File: src/rtl/hilo_pkg.sv
// Shared definitions for the HI/LO multiply/divide controller:
// operation codes, FSM state encoding and an operation-decode helper.
package hilo_pkg;

  localparam logic [1:0] OP_NONE = 2'b00;
  localparam logic [1:0] OP_MULT = 2'b01;
  localparam logic [1:0] OP_DIV  = 2'b10;
  localparam logic [1:0] OP_RSVD = 2'b11;

  typedef enum logic [1:0] {
    StIdle   = 2'd0,
    StLaunch = 2'd1,
    StWait   = 2'd2,
    StFinish = 2'd3
  } hilo_state_e;

  // Only MULT and DIV start an operation; NONE and the reserved code are dropped.
  function automatic logic op_is_valid(logic [1:0] op);
    logic valid;
    case (op)
      OP_MULT, OP_DIV:  valid = 1'b1;
      OP_NONE, OP_RSVD: valid = 1'b0;
      default:          valid = 1'b0;
    endcase
    return valid;
  endfunction

endpackage

File: src/rtl/hilo_watchdog.sv
// WAIT-state watchdog for hilo_ctrl. Only instantiated when HILO_TIMEOUT_EN
// is defined. Counts consecutive enabled cycles and flags the last allowed
// one so the controller can abort on the following edge.
module hilo_watchdog #(
  parameter int unsigned TIMEOUT_CYCLES = 64
) (
  input  logic Clock,
  input  logic Reset,
  input  logic Enable,
  output logic Expired
);

  localparam int unsigned CntW = $clog2(TIMEOUT_CYCLES + 1);

  logic [CntW-1:0] cnt_q, cnt_d;

  // Count while enabled, restart from zero whenever the controller leaves WAIT.
  always_comb begin
    cnt_d = '0;
    if (Enable) begin
      cnt_d = cnt_q + 1'b1;
    end
  end

  // Counter register.
  always_ff @(posedge Clock or posedge Reset) begin
    if (Reset) begin
      cnt_q <= '0;
    end else begin
      cnt_q <= cnt_d;
    end
  end

  // cnt_q holds the number of WAIT cycles already completed before this one.
  assign Expired = Enable && (cnt_q == CntW'(TIMEOUT_CYCLES - 1));

endmodule

File: src/rtl/hilo_ctrl.sv
// HI/LO controller: accepts MULT/DIV commands, launches the external unit,
// captures its results into the architectural HI/LO registers.
// Optional feature macro: HILO_TIMEOUT_EN (adds the WAIT watchdog and the
// Timeout port).
module hilo_ctrl
  import hilo_pkg::*;
#(
  parameter int unsigned TIMEOUT_CYCLES = 64
) (
  input  logic        Clock,
  input  logic        Reset,
  input  logic        Start,
  input  logic [1:0]  Op,
  input  logic [31:0] RsData,
  input  logic [31:0] RtData,
  output logic        UnitStart,
  output logic        UnitSel,
  output logic [31:0] OpA,
  output logic [31:0] OpB,
  input  logic        UnitDone,
  input  logic [31:0] UnitHi,
  input  logic [31:0] UnitLo,
  output logic [31:0] Hi,
  output logic [31:0] Lo,
  output logic        Busy,
  output logic        Done,
  output logic        DivZero
`ifdef HILO_TIMEOUT_EN
  ,
  output logic        Timeout
`endif
);

  hilo_state_e state_q, state_d;
  logic [31:0] op_a_q, op_a_d;
  logic [31:0] op_b_q, op_b_d;
  logic        sel_q, sel_d;
  logic [31:0] hi_q, hi_d;
  logic [31:0] lo_q, lo_d;
  logic        dz_q, dz_d;
  logic        wd_expired;

`ifdef HILO_TIMEOUT_EN
  logic to_q, to_d;

  hilo_watchdog #(
    .TIMEOUT_CYCLES(TIMEOUT_CYCLES)
  ) u_watchdog (
    .Clock  (Clock),
    .Reset  (Reset),
    .Enable (state_q == StWait),
    .Expired(wd_expired)
  );
`else
  logic unused_timeout_cfg;
  assign unused_timeout_cfg = ^TIMEOUT_CYCLES;
  assign wd_expired = 1'b0;
`endif

  // Next-state logic: command accept, launch, result capture, completion.
  always_comb begin
    state_d = state_q;
    op_a_d  = op_a_q;
    op_b_d  = op_b_q;
    sel_d   = sel_q;
    hi_d    = hi_q;
    lo_d    = lo_q;
    dz_d    = dz_q;
`ifdef HILO_TIMEOUT_EN
    to_d    = to_q;
`endif
    case (state_q)
      StIdle: begin
        if (Start && op_is_valid(Op)) begin
          op_a_d = RsData;
          op_b_d = RtData;
          sel_d  = Op[1];
          // A zero divisor never reaches the unit; report it straight away.
          dz_d   = (Op == OP_DIV) && (RtData == '0);
`ifdef HILO_TIMEOUT_EN
          to_d   = 1'b0;
`endif
          state_d = dz_d ? StFinish : StLaunch;
        end
      end
      StLaunch: begin
        state_d = StWait;
      end
      StWait: begin
        if (UnitDone) begin
          hi_d    = UnitHi;
          lo_d    = UnitLo;
          state_d = StFinish;
        end else if (wd_expired) begin
`ifdef HILO_TIMEOUT_EN
          to_d    = 1'b1;
`endif
          state_d = StFinish;
        end
      end
      StFinish: begin
        state_d = StIdle;
      end
      default: begin
        state_d = StIdle;
      end
    endcase
  end

  // State and datapath registers.
  always_ff @(posedge Clock or posedge Reset) begin
    if (Reset) begin
      state_q <= StIdle;
      op_a_q  <= '0;
      op_b_q  <= '0;
      sel_q   <= 1'b0;
      hi_q    <= '0;
      lo_q    <= '0;
      dz_q    <= 1'b0;
`ifdef HILO_TIMEOUT_EN
      to_q    <= 1'b0;
`endif
    end else begin
      state_q <= state_d;
      op_a_q  <= op_a_d;
      op_b_q  <= op_b_d;
      sel_q   <= sel_d;
      hi_q    <= hi_d;
      lo_q    <= lo_d;
      dz_q    <= dz_d;
`ifdef HILO_TIMEOUT_EN
      to_q    <= to_d;
`endif
    end
  end

  // Status pulses decode from the state register, so reset clears them at once.
  always_comb begin
    UnitStart = (state_q == StLaunch);
    Busy      = (state_q != StIdle);
    Done      = (state_q == StFinish);
    DivZero   = (state_q == StFinish) && dz_q;
`ifdef HILO_TIMEOUT_EN
    Timeout   = (state_q == StFinish) && to_q;
`endif
  end

  assign UnitSel = sel_q;
  assign OpA     = op_a_q;
  assign OpB     = op_b_q;
  assign Hi      = hi_q;
  assign Lo      = lo_q;

endmodule
File: config.mk
export PLATFORM = sky130hd
export DESIGN_NAME = hilo_ctrl
export DESIGN_NICKNAME = d
export VERILOG_FILES = /design/src/rtl/hilo_pkg.sv /design/src/rtl/hilo_watchdog.sv /design/src/rtl/hilo_ctrl.sv
export SDC_FILE = /design/constraint.sdc
export NUM_CORES = 1
export LEC_CHECK = 0
export ABC_AREA = 1
export CAP_MARGIN = 40
export CORE_UTILIZATION = 36
export CTS_CLUSTER_DIAMETER = 30
export DETAILED_ROUTE_END_ITERATION = 8
export PLACE_DENSITY = 0.79
export SETUP_SLACK_MARGIN = 0.1
export SYNTH_ARGS = -nofsm -noshare
export SYNTH_HDL_FRONTEND = slang
export SYNTH_SLANG_ARGS = --single-unit
File: constraint.sdc
create_clock -name Clock -period 7.7 [get_ports Clock]
set_input_delay 1.54 -clock Clock [delete_from_list [all_inputs] [get_ports Clock]]
set_output_delay 1.54 -clock Clock [all_outputs]
set_load 0.05 [all_outputs]
Word level (Yosys, flattened, before mapping) --
Cells that the tools add are included.
Storage, ports and cells: register bits 132, bits of input ports 134, output and inout port bits 133, word-level logic and storage cells 33
Cells by class: equal/unequal tests 8, mux-type cells 6, reduce and logical (&&, ||, !) cells 12
Operator list (count):
- 32-bit zero test | 1
- 2-bit == test (second input constant) | 4
- 2-bit one-hot mux with 4 select lines | 1
- 2-bit 2-to-1 mux | 3
- 2-bit AND reduction | 3
- 2-bit by 1-bit == test with 1-bit output (second input constant) | 2
- 2-bit zero test | 2
- 2-bit != test (second input constant) | 2
- 2-bit OR reduction | 2
- 1-bit logical AND | 3
- 1-bit one-hot mux with 2 select lines | 1
- 2-bit nonzero test | 1
- 1-bit 2-to-1 mux | 1

Depth between registers and ports, before layout --
word-level depth 7, mapped depth 9, mapped depth without buffers 9

Least setup slack after synthesis --
OpenSTA, ideal clock, no wires.
kind register -> output, start point register state_q[1], end point output DivZero, arrival 1.261 ns, required time 6.160 ns, path slack 4.899 ns, cell stages (with the launch flop) 4, path buffers 0, path through dfrtp_1 -> ha_1 -> nand2_1 -> inv_1
On the way: cells in the longest elaborated chain, start to end 2
Ends and longest elaborated chain:
- start, declared | RTL line hilo_ctrl.sv:34 | hilo_state_e state_q, state_d;
- start signal, assigned | RTL line hilo_ctrl.sv:113 | state_q <= StIdle;
- start signal, assigned | RTL line hilo_ctrl.sv:124 | state_q <= state_d;
- 2-bit == test
- net Done | RTL line hilo_ctrl.sv:26 | output logic Done,
- 1-bit logical AND | RTL line hilo_ctrl.sv:142 | DivZero = (state_q == StFinish) && dz_q;
- end, declared | RTL line hilo_ctrl.sv:27 | output logic DivZero
The timed path passes the listed nets, and every way through them passes these cells.

Worst setup path after layout --
start point register state_q[1], end point output Busy
On the way: cells in the longest elaborated chain, start to end 1
Ends and longest elaborated chain:
- 2-bit nonzero test | RTL line hilo_ctrl.sv:140 | Busy = (state_q != StIdle);
- end, declared | RTL line hilo_ctrl.sv:25 | output logic Busy,
Every way passes these cells.

==> results.yml <==
run_status:
  status: "finished, final reports clean"
run:
  maxCapViolations: 0
setup_path:
  r2r_start: "state_q[0]"
  path_class: "flop to output port"
  cp_cell_sequence: "inv_1, ha_1, inv_1, clkdlybuf4s50_1"
  path_delay_family: "buffers and inverters"
  critPathMaxStageDelay_ns: 0.83
  end_kind: "output port"
  cp-start-kind: "flop"
  rrSetupSlack_ns: 5.72
  critical_path_buf_inv_count: 3
  slowest_stage: "clkdlybuf4s50_1"
  critPathMaxFanout: 4
  r2r_cells: 4
  path_common_cell: "inv_1"
  cp.arrival_ns: 2.09
  cp.required_ns: 6.16
  timing.rr.end: "Hi[19]"
placement:
  hpwl_mm: 9.89
  place_congestion: 0.785
  dpl-instance-area_um2: 8050
  portBuffers: 266
timing:
  hold_violations: 0
  skew_ns: 0.00504
  fin_crit_sh: 0.472
  fmax_mhz: 275
  slew_headroom: 0.415
  worst_slew_pin_slew_ns: 0.878
  tns_ns: 0
  maxSlewViolCount: 0
  rsz0062_at_grt: "false"
  period_needed_ns: 3.63
  finalSetupViolCount: 0
  timing.hold.ws_ns: 0.482
route:
  firstDrtPassIters: 4
  antenna_left: 0
  drtIter0Drc: 112
  wl_mm: 13.2
  route.vias.total: 3817
  vias_per_cell: 4.64
  wire_per_inst_um: 16.1
  post-route-drc-count: 0
clocking:
  clk_latency_ns: 0.40
  cts_setup_buffers: 0
  cts_tree: "yes"
  cts_buffers: 17
  postCtsHoldBufs: 0
  path_clk_slew_ns: 0.06
  clkSinkCount: 132
  cts_root_buffer: "clkbuf_16"
  h-tree-depth: 4
  cts_resized: 0
  clock_path_buffers: 2
synth:
  synth-simple-area-share: 0.0418
  synth.distinct_cells: 20
  synthesis.area_um2: 5270
  synth.area.mux_share: 0.257
  synth_area_leaders: "dfrtp_1 63%, mux2_2 22%, mux2_4 4.0%"
  synth_top_area_cell: "dfrtp_1"
  synth-seq-cells: 132
  ys_warn_count: 0
  yosysTopAreaCellShare: 0.626
  synth_xor_area_frac: 0
  synth_top_family_by_area: "multiplexers"
  syn_area_per_cell_um2: 14.8
  synthAdderAreaFrac: 0.0142
  syn-num-nets: 497
  yosysSeqAreaShare: 0.626
  synthCells: 357
  synth_compound_gate_area_share: 0.0154
final_layout:
  layout_commonest_cell: "clkdlybuf4s50_1"
  area_growth_pct: 63.1
  layout_common_cells: "266 x clkdlybuf4s50_1, 132 x dfrtp_1, 101 x mux2_2, 24 x nand2_1, 22 x inv_1"
  layout-drive-gt1-share: 0.235
  fin_nets: 770
  fillers: 1102
  post-route-util: 0.610
  antennaDiodeCount: 0
  stdcell_area_um2: 8600
floorplanning:
  io_pins: 267
  die_w_um: 123
  core_um2: 14100
  initial_core_util: 0.374
  dieArea_um2: 15100
  row_count: 43
  die_h_um: 123
min_path:
  hold_path_depth: 2
  min_from: "OpB[15]"
  min_path_type: "flop to flop"
  hold_path_end: "OpB[15]"
power_and_ir_drop:
  powerDensity_nw_per_um2: 534
  cellLeakagePower_uw: 0.00378
  vdd_drop_max_mv: 0.233
global_route:
  overflow: 0
  grt_first_pass_wirelength_mm: 20.3
  first_global_vias: 4161
  grt_use_total: 0.179
  grt_use_met1: 0.186
  antenna_found_initial: 0
  grt_use_met3: 0.0766
  busiest_layer: "met2"
  grtUsageMet2: 0.312
  grt_max_degree: 70
==> worst min-delay path, cell delays in order, from the launching register on <==
cell	delay [ns]
dfrtp_1	0.34
nand2_1	0.05
o21ai_0	0.06
==> synthesized netlist by cell type <==
cell type	n
a21oi_1	1
buf_4	1
buf_6	7
clkbuf_1	2
clkbuf_8	4
dfrtp_1	132
ha_1	6
inv_1	23
mux2_2	101
mux2_4	14
mux2i_1	1
nand2_1	24
nand2_4	2
nand3_1	5
nand4_1	1
nor2_1	16
nor2_4	1
nor3_1	1
o21ai_0	14
o22ai_1	1
==> worst max-delay path by stage <==
stage / startpoint / to / slack, ns / cells past startpoint
detailed placement: Reset / Hi[10] / 4.16 / 3
finish: state_q[1] / Busy / 4.07 / 4
global route: state_q[1] / Busy / 3.96 / 4
CTS: state_q[1] / Busy / 4.05 / 4
floorplan: Reset / Hi[0] / 2.63 / 1
global placement: Op[0] / OpA[6] / 4.06 / 6
==> routing by layer <==
layer / wire (um) / share of wire
met3: 1250 / 0.095
met4: 250 / 0.019
met1: 4840 / 0.37
met5: 0 / 0
met2: 6900 / 0.52
==> power breakdown <==
group	switching (uW)	total, uW	leakage (uW)	internal [uW]
clock	286	749	0.000270	464
sequential	186	1230	0.00158	1050
combinational	1640	2610	0.00193	968
total	2110	4590	0.00378	2480
==> cell type report <==
type                       instances  area, um2  share of cell area
sequential                       132       3300               0.384
timing repair buffer             268       2700               0.314
multi-input combinational        188       1730               0.202
clock buffer                      21        470              0.0547
tap                              180        225              0.0262
inverter                          23       88.8              0.0103
clock inverter                    10       82.6             0.00960
==> flip-flops by register name, indices dropped and copies added, names as in the netlist <==
signal / flops
state_q: 2
UnitSel: 1
Hi: 32
Lo: 32
OpB: 32
OpA: 32
dz_q: 1
==> through the flow <==
step                total power, uW  std cells  setup slack [ns]
global placement               3810        790              4.06
finish                         4590        822              4.07
floorplan                      2960        357              2.63
CTS                            4640        822              4.05
detailed placement             3870        791              4.16
global route                   4790        822              3.96
==> cells by family (layout without fill, tap and decap cells) <==
family / count (synthesis) / in the layout
compound gates: 16 / 16
buf+inv: 37 / 322
fa+ha+maj: 6 / 6
flops: 132 / 132
mux: 116 / 116
simple gates: 50 / 50
Power figures use the tool's default switching activity.
